File: src/rtl/acc_group_sched.sv
// Per-layer sequencer for the accumulate/bias/ReLU stage: bias fetch, column window, drain per group.
// Optional busy-cycle counter on o_perf_cycles is built when ACC_GROUP_SCHED_PERF_EN is defined.
module acc_group_sched #(
    parameter int unsigned COL_W       = 16,
    parameter int unsigned GRP_W       = 8,
    parameter int unsigned BIAS_RD_LAT = 2
) (
    input  logic             clk,
    input  logic             rst,
    input  logic             i_start,
    input  logic             i_layer1,
    input  logic [COL_W-1:0] i_cfg_fm_col,
    input  logic [GRP_W-1:0] i_cfg_grp_num,
    input  logic [15:0]      i_cfg_bias_base,
    output logic             o_bias_rd_en,
    output logic [15:0]      o_bias_addr,
    output logic             o_bias_load,
    output logic             o_col_en,
    input  logic             i_add4_valid,
    input  logic             i_add4_end,
    input  logic             i_out_valid,
    output logic [GRP_W-1:0] o_grp_idx,
    output logic             o_busy,
    output logic             o_done,
    output logic             o_err,
    output logic [31:0]      o_perf_cycles
);

    typedef enum logic [2:0] {
        StIdle,
        StBiasRd,
        StBiasWait,
        StRun,
        StDrain,
        StNext,
        StDone
    } state_e;

    localparam logic [2:0] LatLast = 3'(BIAS_RD_LAT - 1);

    state_e           state_q, state_d;
    logic [COL_W-1:0] fm_col_q, fm_col_d;
    logic [GRP_W-1:0] grp_num_q, grp_num_d;
    logic             layer1_q, layer1_d;
    logic [15:0]      addr_q, addr_d;
    logic [GRP_W-1:0] grp_idx_q, grp_idx_d;
    logic [COL_W-1:0] in_cnt_q, in_cnt_d;
    logic [COL_W-1:0] out_cnt_q, out_cnt_d;
    logic [COL_W-1:0] tgt_q, tgt_d;
    logic [2:0]       wait_q, wait_d;
    logic             err_q, err_d;
    logic             done_q, done_d;

    logic             start_ok;
    logic             in_take;
    logic             out_take;
    logic [COL_W-1:0] tgt_eff;
    logic [COL_W-1:0] in_nxt;
    logic [COL_W-1:0] out_nxt;
    logic             out_phase;

    always_comb begin
        state_d   = state_q;
        fm_col_d  = fm_col_q;
        grp_num_d = grp_num_q;
        layer1_d  = layer1_q;
        addr_d    = addr_q;
        grp_idx_d = grp_idx_q;
        in_cnt_d  = in_cnt_q;
        out_cnt_d = out_cnt_q;
        tgt_d     = tgt_q;
        wait_d    = wait_q;
        err_d     = err_q;
        done_d    = 1'b0;

        // Start coincident with the done pulse is dropped as well as while busy.
        start_ok  = i_start && (state_q == StIdle) && !done_q;
        out_phase = (state_q == StRun) || (state_q == StDrain);
        // In RUN the drain target is not final yet, so the configured column count bounds outputs.
        tgt_eff   = (state_q == StRun) ? fm_col_q : tgt_q;
        in_take   = i_add4_valid && (state_q == StRun);
        out_take  = i_out_valid && out_phase && (out_cnt_q < tgt_eff);
        in_nxt    = in_take ? in_cnt_q + COL_W'(1) : in_cnt_q;
        out_nxt   = out_take ? out_cnt_q + COL_W'(1) : out_cnt_q;

        if (i_add4_valid && (state_q != StRun)) begin
            err_d = 1'b1;
        end
        if (i_out_valid && out_phase && (out_cnt_q >= tgt_eff)) begin
            err_d = 1'b1;
        end

        unique case (state_q)
            StIdle: begin
                if (start_ok) begin
                    fm_col_d  = i_cfg_fm_col;
                    grp_num_d = i_cfg_grp_num;
                    layer1_d  = i_layer1;
                    grp_idx_d = '0;
                    in_cnt_d  = '0;
                    out_cnt_d = '0;
                    err_d     = 1'b0;
                    if ((i_cfg_fm_col == '0) || (i_cfg_grp_num == '0)) begin
                        state_d = StDone;
                    end else begin
                        addr_d  = i_cfg_bias_base;
                        state_d = StBiasRd;
                    end
                end
            end
            StBiasRd: begin
                wait_d  = '0;
                state_d = StBiasWait;
            end
            StBiasWait: begin
                if (wait_q == LatLast) begin
                    state_d = StRun;
                end else begin
                    wait_d = wait_q + 3'd1;
                end
            end
            StRun: begin
                in_cnt_d  = in_nxt;
                out_cnt_d = out_nxt;
                if (i_add4_end && !(in_take && (in_nxt == fm_col_q))) begin
                    // Misplaced end marker: drain only what was actually accepted.
                    err_d   = 1'b1;
                    tgt_d   = in_nxt;
                    state_d = StDrain;
                end else if (in_take && (in_nxt == fm_col_q)) begin
                    tgt_d   = fm_col_q;
                    state_d = StDrain;
                end
            end
            StDrain: begin
                out_cnt_d = out_nxt;
                if (out_nxt >= tgt_q) begin
                    state_d = StNext;
                end
            end
            StNext: begin
                grp_idx_d = grp_idx_q + GRP_W'(1);
                addr_d    = addr_q + (layer1_q ? 16'd32 : 16'd16);
                in_cnt_d  = '0;
                out_cnt_d = '0;
                tgt_d     = '0;
                if ((grp_idx_q + GRP_W'(1)) == grp_num_q) begin
                    state_d = StDone;
                end else begin
                    state_d = StBiasRd;
                end
            end
            StDone: begin
                done_d  = 1'b1;
                state_d = StIdle;
            end
            default: begin
                state_d = StIdle;
            end
        endcase
    end

    always_ff @(posedge clk or posedge rst) begin
        if (rst) begin
            state_q   <= StIdle;
            fm_col_q  <= '0;
            grp_num_q <= '0;
            layer1_q  <= 1'b0;
            addr_q    <= '0;
            grp_idx_q <= '0;
            in_cnt_q  <= '0;
            out_cnt_q <= '0;
            tgt_q     <= '0;
            wait_q    <= '0;
            err_q     <= 1'b0;
            done_q    <= 1'b0;
        end else begin
            state_q   <= state_d;
            fm_col_q  <= fm_col_d;
            grp_num_q <= grp_num_d;
            layer1_q  <= layer1_d;
            addr_q    <= addr_d;
            grp_idx_q <= grp_idx_d;
            in_cnt_q  <= in_cnt_d;
            out_cnt_q <= out_cnt_d;
            tgt_q     <= tgt_d;
            wait_q    <= wait_d;
            err_q     <= err_d;
            done_q    <= done_d;
        end
    end

    assign o_bias_rd_en = (state_q == StBiasRd);
    assign o_bias_addr  = addr_q;
    assign o_bias_load  = (state_q == StBiasWait) && (wait_q == LatLast);
    assign o_col_en     = (state_q == StRun);
    assign o_grp_idx    = grp_idx_q;
    assign o_busy       = (state_q != StIdle);
    assign o_done       = done_q;
    assign o_err        = err_q;

`ifdef ACC_GROUP_SCHED_PERF_EN
    logic [31:0] perf_q;

    always_ff @(posedge clk or posedge rst) begin
        if (rst) begin
            perf_q <= '0;
        end else if (start_ok) begin
            perf_q <= '0;
        end else if (o_busy) begin
            perf_q <= perf_q + 32'd1;
        end
    end

    assign o_perf_cycles = perf_q;
`else
    assign o_perf_cycles = '0;
`endif

endmodule
File: config.mk
export PLATFORM = sky130hd
export DESIGN_NAME = acc_group_sched
export DESIGN_NICKNAME = d
export VERILOG_FILES = /design/src/rtl/acc_group_sched.sv
export SDC_FILE = /design/constraint.sdc
export NUM_CORES = 1
export LEC_CHECK = 0
export CAP_MARGIN = 20
export CORE_ASPECT_RATIO = 1.2
export CORE_UTILIZATION = 39
export DETAILED_ROUTE_END_ITERATION = 8
export SYNTH_ARGS = -nofsm -noshare
export SYNTH_HDL_FRONTEND = slang
export SYNTH_SLANG_ARGS = --single-unit
File: constraint.sdc
create_clock -name clk -period 5.85 [get_ports clk]
set_clock_uncertainty 0.1 [all_clocks]
set_input_delay 1.4625 -clock clk [delete_from_list [all_inputs] [get_ports clk]]
set_output_delay 1.4625 -clock clk [all_outputs]
set_load 0.1 [all_outputs]
==> impl_metrics.ini, run 1 <==
[synth]
synth.yosys.seq_area_share = 0.348
synthArstFlopShare = 1.00
avgSynthCellArea_um2 = 8.50
synth_area_leader_cell = dfrtp_1
synth.cell_area_um2 = 7540
synth_cell_types = 75
synth_ff_type = dfrtp_1
synth_edf_count = 0
synthTopCellsByArea = dfrtp_1, nand2_1, ha_1
syn_inst = 887
yosysWarnings = 0
yosys.area.top_type_share = 0.348
ys_seq_elements = 105

[place]
hpwl_um = 14300
portBuffers = 76
place_congestion = 0.881
dpl_worst_slack_ps = 542
dp_cells = 1189

[setup_path]
cp_slowest_cell = dfrtp_1
required_ps = 5980
crit_arrival_ps = 5120
cp-start-kind = flip-flop
path_buf_inv = 2
critPathTopFamily = compound AO/OA/AOI/OAI gates
slowest_delay_ps = 620
cp_max_fo = 21
path_cells = nand3b_1 > inv_1 > buf_4 > nand2_1 > a21boi_0 > ha_1 > o21a_1 > o21a_1 > o21bai_1 > a211o_1 > and2_1 > and3_1 > xor2_1 > ha_1 > a21o_1 > a211o_1 > a41oi_1 > a21oi_1 > o21ai_0 > o31ai_1
path_class = flip-flop to flip-flop
endpoint_kind = flip-flop

[clock_network]
cts_hold_buf = 0
clk_latency_ps = 360
cts_inserted_buffers = 9
cts.sinks = 105
clk_pin_slew_ps = 80
htree_levels = 3
cts_buffer_depth = 2
cts_resized = 0
clockRootBuffer = clkbuf_16
cts_tree = built
cts_setup_buffers = 0

[sta]
maxSlewViolCount = 0
tightest_slew_ps = 1050
hold_viol_final = 0
setup_viol = 0
fin_ws_ps = 862
setup_tns_ps = 0
fin_crit_sh = 0.853
slew-limit-headroom = 0.298
period_needed_ps = 4990
max_freq_mhz = 200
rsz0062_at_grt = no

[die]
die_w_um = 129
initial_core_util = 0.399
rows = 55
die_h_um = 154
io_pins = 109
dieArea_um2 = 19900
core-area_um2 = 18900

[route]
wire_per_inst_um = 15.6
routed_via_density = 5.29
drt-initial-drc-count = 474
num_vias = 6377
met2WireLength_um = 9010
met3_length_um = 593
drt-met1-wl_um = 8930
drtAntennaViolNets = 0
top_layer = met4
finalWirelength_um = 18800
drc = 0
drt-pass1-iter-count = 5

[grt]
grt_pass1_wl_um = 31600
antenna_found_initial = 0
grt_max_degree = 53
globalRoute.totalOverflow = 0
grt_usage = 0.202
grt_pass1_vias = 6171

[layout]
layout_commonest_cell = nand2_1
final_util = 0.460
n_antenna_cell = 0
drive_above_1_share = 0.0685
nNetsFinal = 1031
area_growth_pct = 15.4
final_cells = 1205
layout_common_cells = nand2_1, dfrtp_1, clkdlybuf4s50_1, nor2_1, o21ai_0

[pwr]
p_leak_nw = 3.89
powerDensity_nw_per_um2 = 471
ir_drop_uv = 193

[hold_path]
hp-class = flip-flop to flip-flop

[flow_run]
cap_violations = 0

[run_status]
status = completed
flip-flops by register name, indices dropped and copies added, names as in the netlist:
signal / cells
grp_num_q: 8
o_err: 1
fm_col_q: 16
o_done: 1
o_bias_addr: 16
layer1_q: 1
o_grp_idx: 8
tgt_q: 16
in_cnt_q: 16
state_q: 3
out_cnt_q: 16
wait_q: 3
worst paths after layout:
kind,from,endpoint,slack (ps),depth (start not counted)
worst max-delay path,state_q[1],state_q[0],860,20
worst min-delay path,grp_num_q[1],grp_num_q[1],400,2
worst max register to register,state_q[1],state_q[0],860,20
worst min register to register,grp_num_q[1],grp_num_q[1],400,2
max in group asynchronous,rst,state_q[1],3520,3
min in group asynchronous,rst,fm_col_q[4],1240,2
cells by family (layout without fill, tap and decap cells):
group,after synthesis,in the layout,synth area share
xor gates and xnor gates,50,50,0.0627
adders and majority gates,41,41,0.0687
other,1,32,0.000497
AOI/OAI and AO/OA,204,204,0.181
and+or+nand+nor,354,354,0.232
buffers and inverters,110,141,0.0751
muxes,22,22,0.0315
DFF,105,105,0.348
report_power, final:
| part | internal (mW) | switching [mW] |
|---|---|---|
| Clock | 0.297 | 0.304 |
| Sequential | 0.926 | 0.244 |
| Combinational | 0.754 | 1.57 |
routing by layer:
metal  up-vias  track usage
met5         -            0
met4         0       0.0577
met3        19       0.0266
met2       144        0.332
met1      3026        0.276
li1       3188            -
cell type report:
type                    count  area (um2)
well taps                 256         320
fillers                  1859       10200
inverters                  34         130
clock buffers               9         225
multi-input cells         703        4470
repair buffers             91         871
flip-flops and latches    105        2630
clock inverters             7        61.3
Yosys cell counts, types with 3 or more instances:
cell type  instances
nor4_1            10
xnor2_1           28
mux2_2            14
ha_1              39
a31oi_1           12
nor2_1            66
buf_2              5
a22oi_1            3
a21boi_0          15
buf_4             33
nor3b_1            5
nor2b_1            4
nand3b_1           5
nor3_1            17
and4_1             4
a21oi_1           48
nand3_1           24
a221o_1           13
a21o_1            11
nand2_1          152
buf_6              3
clkbuf_1          34
inv_1             34
o22a_1             3
o22ai_1            7
or2_2              3
dfrtp_1          105
nand2b_1          12
a211oi_1           3
o21a_1             4
o311ai_0           3
and3_1            21
mux2i_1            8
o31ai_1            6
o211ai_1           3
xor2_1            19
a211o_1            4
o21ai_0           50
nand4_1           13
through the flow:
step	power, mW	area (um2)	hold slack (ps)
finish	4.10	8710	400
global route	4.41	8710	426
CTS	4.13	8710	405
detailed placement	3.52	8420	385
global placement	3.50	8420	383
floorplan	2.93	7660	365
worst min-delay path, cell delays in order, from the launching register on:
cell and delay, ps:
dfrtp_1 360, nand2_1 60, nand2_1 60
Power figures use the tool's default switching activity.
==> inputs of run 2 (changes only) <==
--- a/config.mk
+++ b/config.mk
@@ -9,6 +9,7 @@
 export CORE_ASPECT_RATIO = 1.2
 export CORE_UTILIZATION = 39
 export DETAILED_ROUTE_END_ITERATION = 8
+export SLEW_MARGIN = 20
 export SYNTH_ARGS = -nofsm -noshare
 export SYNTH_HDL_FRONTEND = slang
 export SYNTH_SLANG_ARGS = --single-unit
==> constraint.sdc (replaced) <==
create_clock -name clk -period 5.85 [get_ports clk]
set_clock_uncertainty 0.1 [all_clocks]
set_input_delay 1.4625 -clock clk [delete_from_list [all_inputs] [get_ports clk]]
set_output_delay 1.4625 -clock clk [all_outputs]
set_load 0.01 [all_outputs]
==> impl_metrics.ini, run 2 (synthesized netlist as in run 1, its figures left out) <==
[run_status]
status = completed

[clock_network]
htree_levels = 3
clk_pin_slew_ps = 80
cts_inserted_buffers = 9
cts_tree = built
cts_setup_buffers = 0
cts_buffer_depth = 2
clk_latency_ps = 360
cts.sinks = 105
clockRootBuffer = clkbuf_16
cts_resized = 0
cts_hold_buf = 0

[sta]
max_freq_mhz = 210
slew-limit-headroom = 0.240
setup_tns_ps = 0
hold_viol_final = 0
period_needed_ps = 4760
maxSlewViolCount = 0
tightest_slew_ps = 1140
whs_ps = 400
rsz0062_at_grt = no
setup_viol = 0
fin_crit_sh = 0.814

[route]
num_vias = 6412
drtAntennaViolNets = 0
wire_per_inst_um = 15.9
drt-pass1-iter-count = 5
routed_via_density = 5.33
drt-initial-drc-count = 409
finalWirelength_um = 19200
drc = 0

[setup_path]
path_class = flip-flop to flip-flop
crit_arrival_ps = 4890
cp-start-kind = flip-flop
endpoint_kind = flip-flop
cp_max_fo = 32
reg2reg_from = state_q[2]
crit_start = state_q[2]
required_ps = 5980

[pwr]
power_mw = 3.55
p_leak_nw = 3.90
ir_drop_uv = 169
powerDensity_nw_per_um2 = 407

[place]
hpwl_um = 14400
place_congestion = 0.908
portBuffers = 76

[layout]
nNetsFinal = 1030
drive_above_1_share = 0.0665
final-seq-area_um2 = 2630
n_fill_cell = 1834
final_util = 0.461
area_growth_pct = 15.8
layout_common_cells = nand2_1, dfrtp_1, clkdlybuf4s50_1, nor2_1, o21ai_0
layout_commonest_cell = nand2_1
n_antenna_cell = 0
multi_input_comb_area_um2 = 4470

[die]
die_h_um = 154
core-area_um2 = 18900
die_w_um = 129
io_pins = 109
initial_core_util = 0.399
rows = 55
dieArea_um2 = 19900

[grt]
grt_max_degree = 53
antenna_found_initial = 0
grt_pass1_wl_um = 31900
grt_usage = 0.205
globalRoute.totalOverflow = 0
grt_pass1_vias = 6087

[flow_run]
cap_violations = 0

[hold_path]
hp-class = flip-flop to flip-flop
min_from = grp_num_q[1]
[run 2: through the flow]
stage | instances | instance area (um2) | setup slack (ps)
6_report | 1204 | 8730 | 1090
5_1_grt | 1204 | 8730 | 799
4_1_cts | 1204 | 8730 | 1080
3_5_place_dp | 1188 | 8430 | 821
3_3_place_gp | 1188 | 8430 | 875
2_1_floorplan | 918 | 7660 | 1100
[run 2: cell type report]
class,instances,share of cell area
sequential,105,0.301
tap,256,0.0367
inverter,34,0.0149
clock buffer,9,0.0258
clock inverter,7,0.00931
multi-input combinational,703,0.512
timing repair buffer,90,0.101
[run 2: routing by layer]
metal | track usage | routed length (um)
met5 | 0 | 0
met1 | 0.273 | 8880
met3 | 0.0270 | 506
met4 | 0.0566 | 302
met2 | 0.346 | 9480
[run 2: worst max-delay path, stage by stage (launching register included)]
cell and delay [ps]:
dfrtp_1 380, nand3b_1 170, inv_1 230, buf_12 220, nand2_1 100, a21boi_0 140, ha_1 310, nor2b_1 130
o21a_1 160, o21a_1 160, o21bai_1 200, a211o_1 200, nand4_1 100, buf_4 180, or2_2 310, xnor2_1 200
ha_1 280, a21o_1 180, a211o_1 320, nor2_1 100, nand2_1 50, o21ai_0 260, o31ai_1 140
[run 2: worst paths after layout]
kind,endpoint,slack (ps),cells after the start
setup / recovery,state_q[0],1090,22
hold / removal,grp_num_q[1],400,2
setup reg to reg,state_q[0],1090,22
hold reg to reg,grp_num_q[1],400,2
max in group asynchronous,in_cnt_q[15],3280,3
min in group asynchronous,fm_col_q[5],1470,2
[run 2: report_power, final]
group	internal, mW	switching [mW]	total, mW
clock network	0.340	0.306	0.646
logic	0.762	0.988	1.75
registers	0.926	0.231	1.16
total	2.03	1.52	3.55
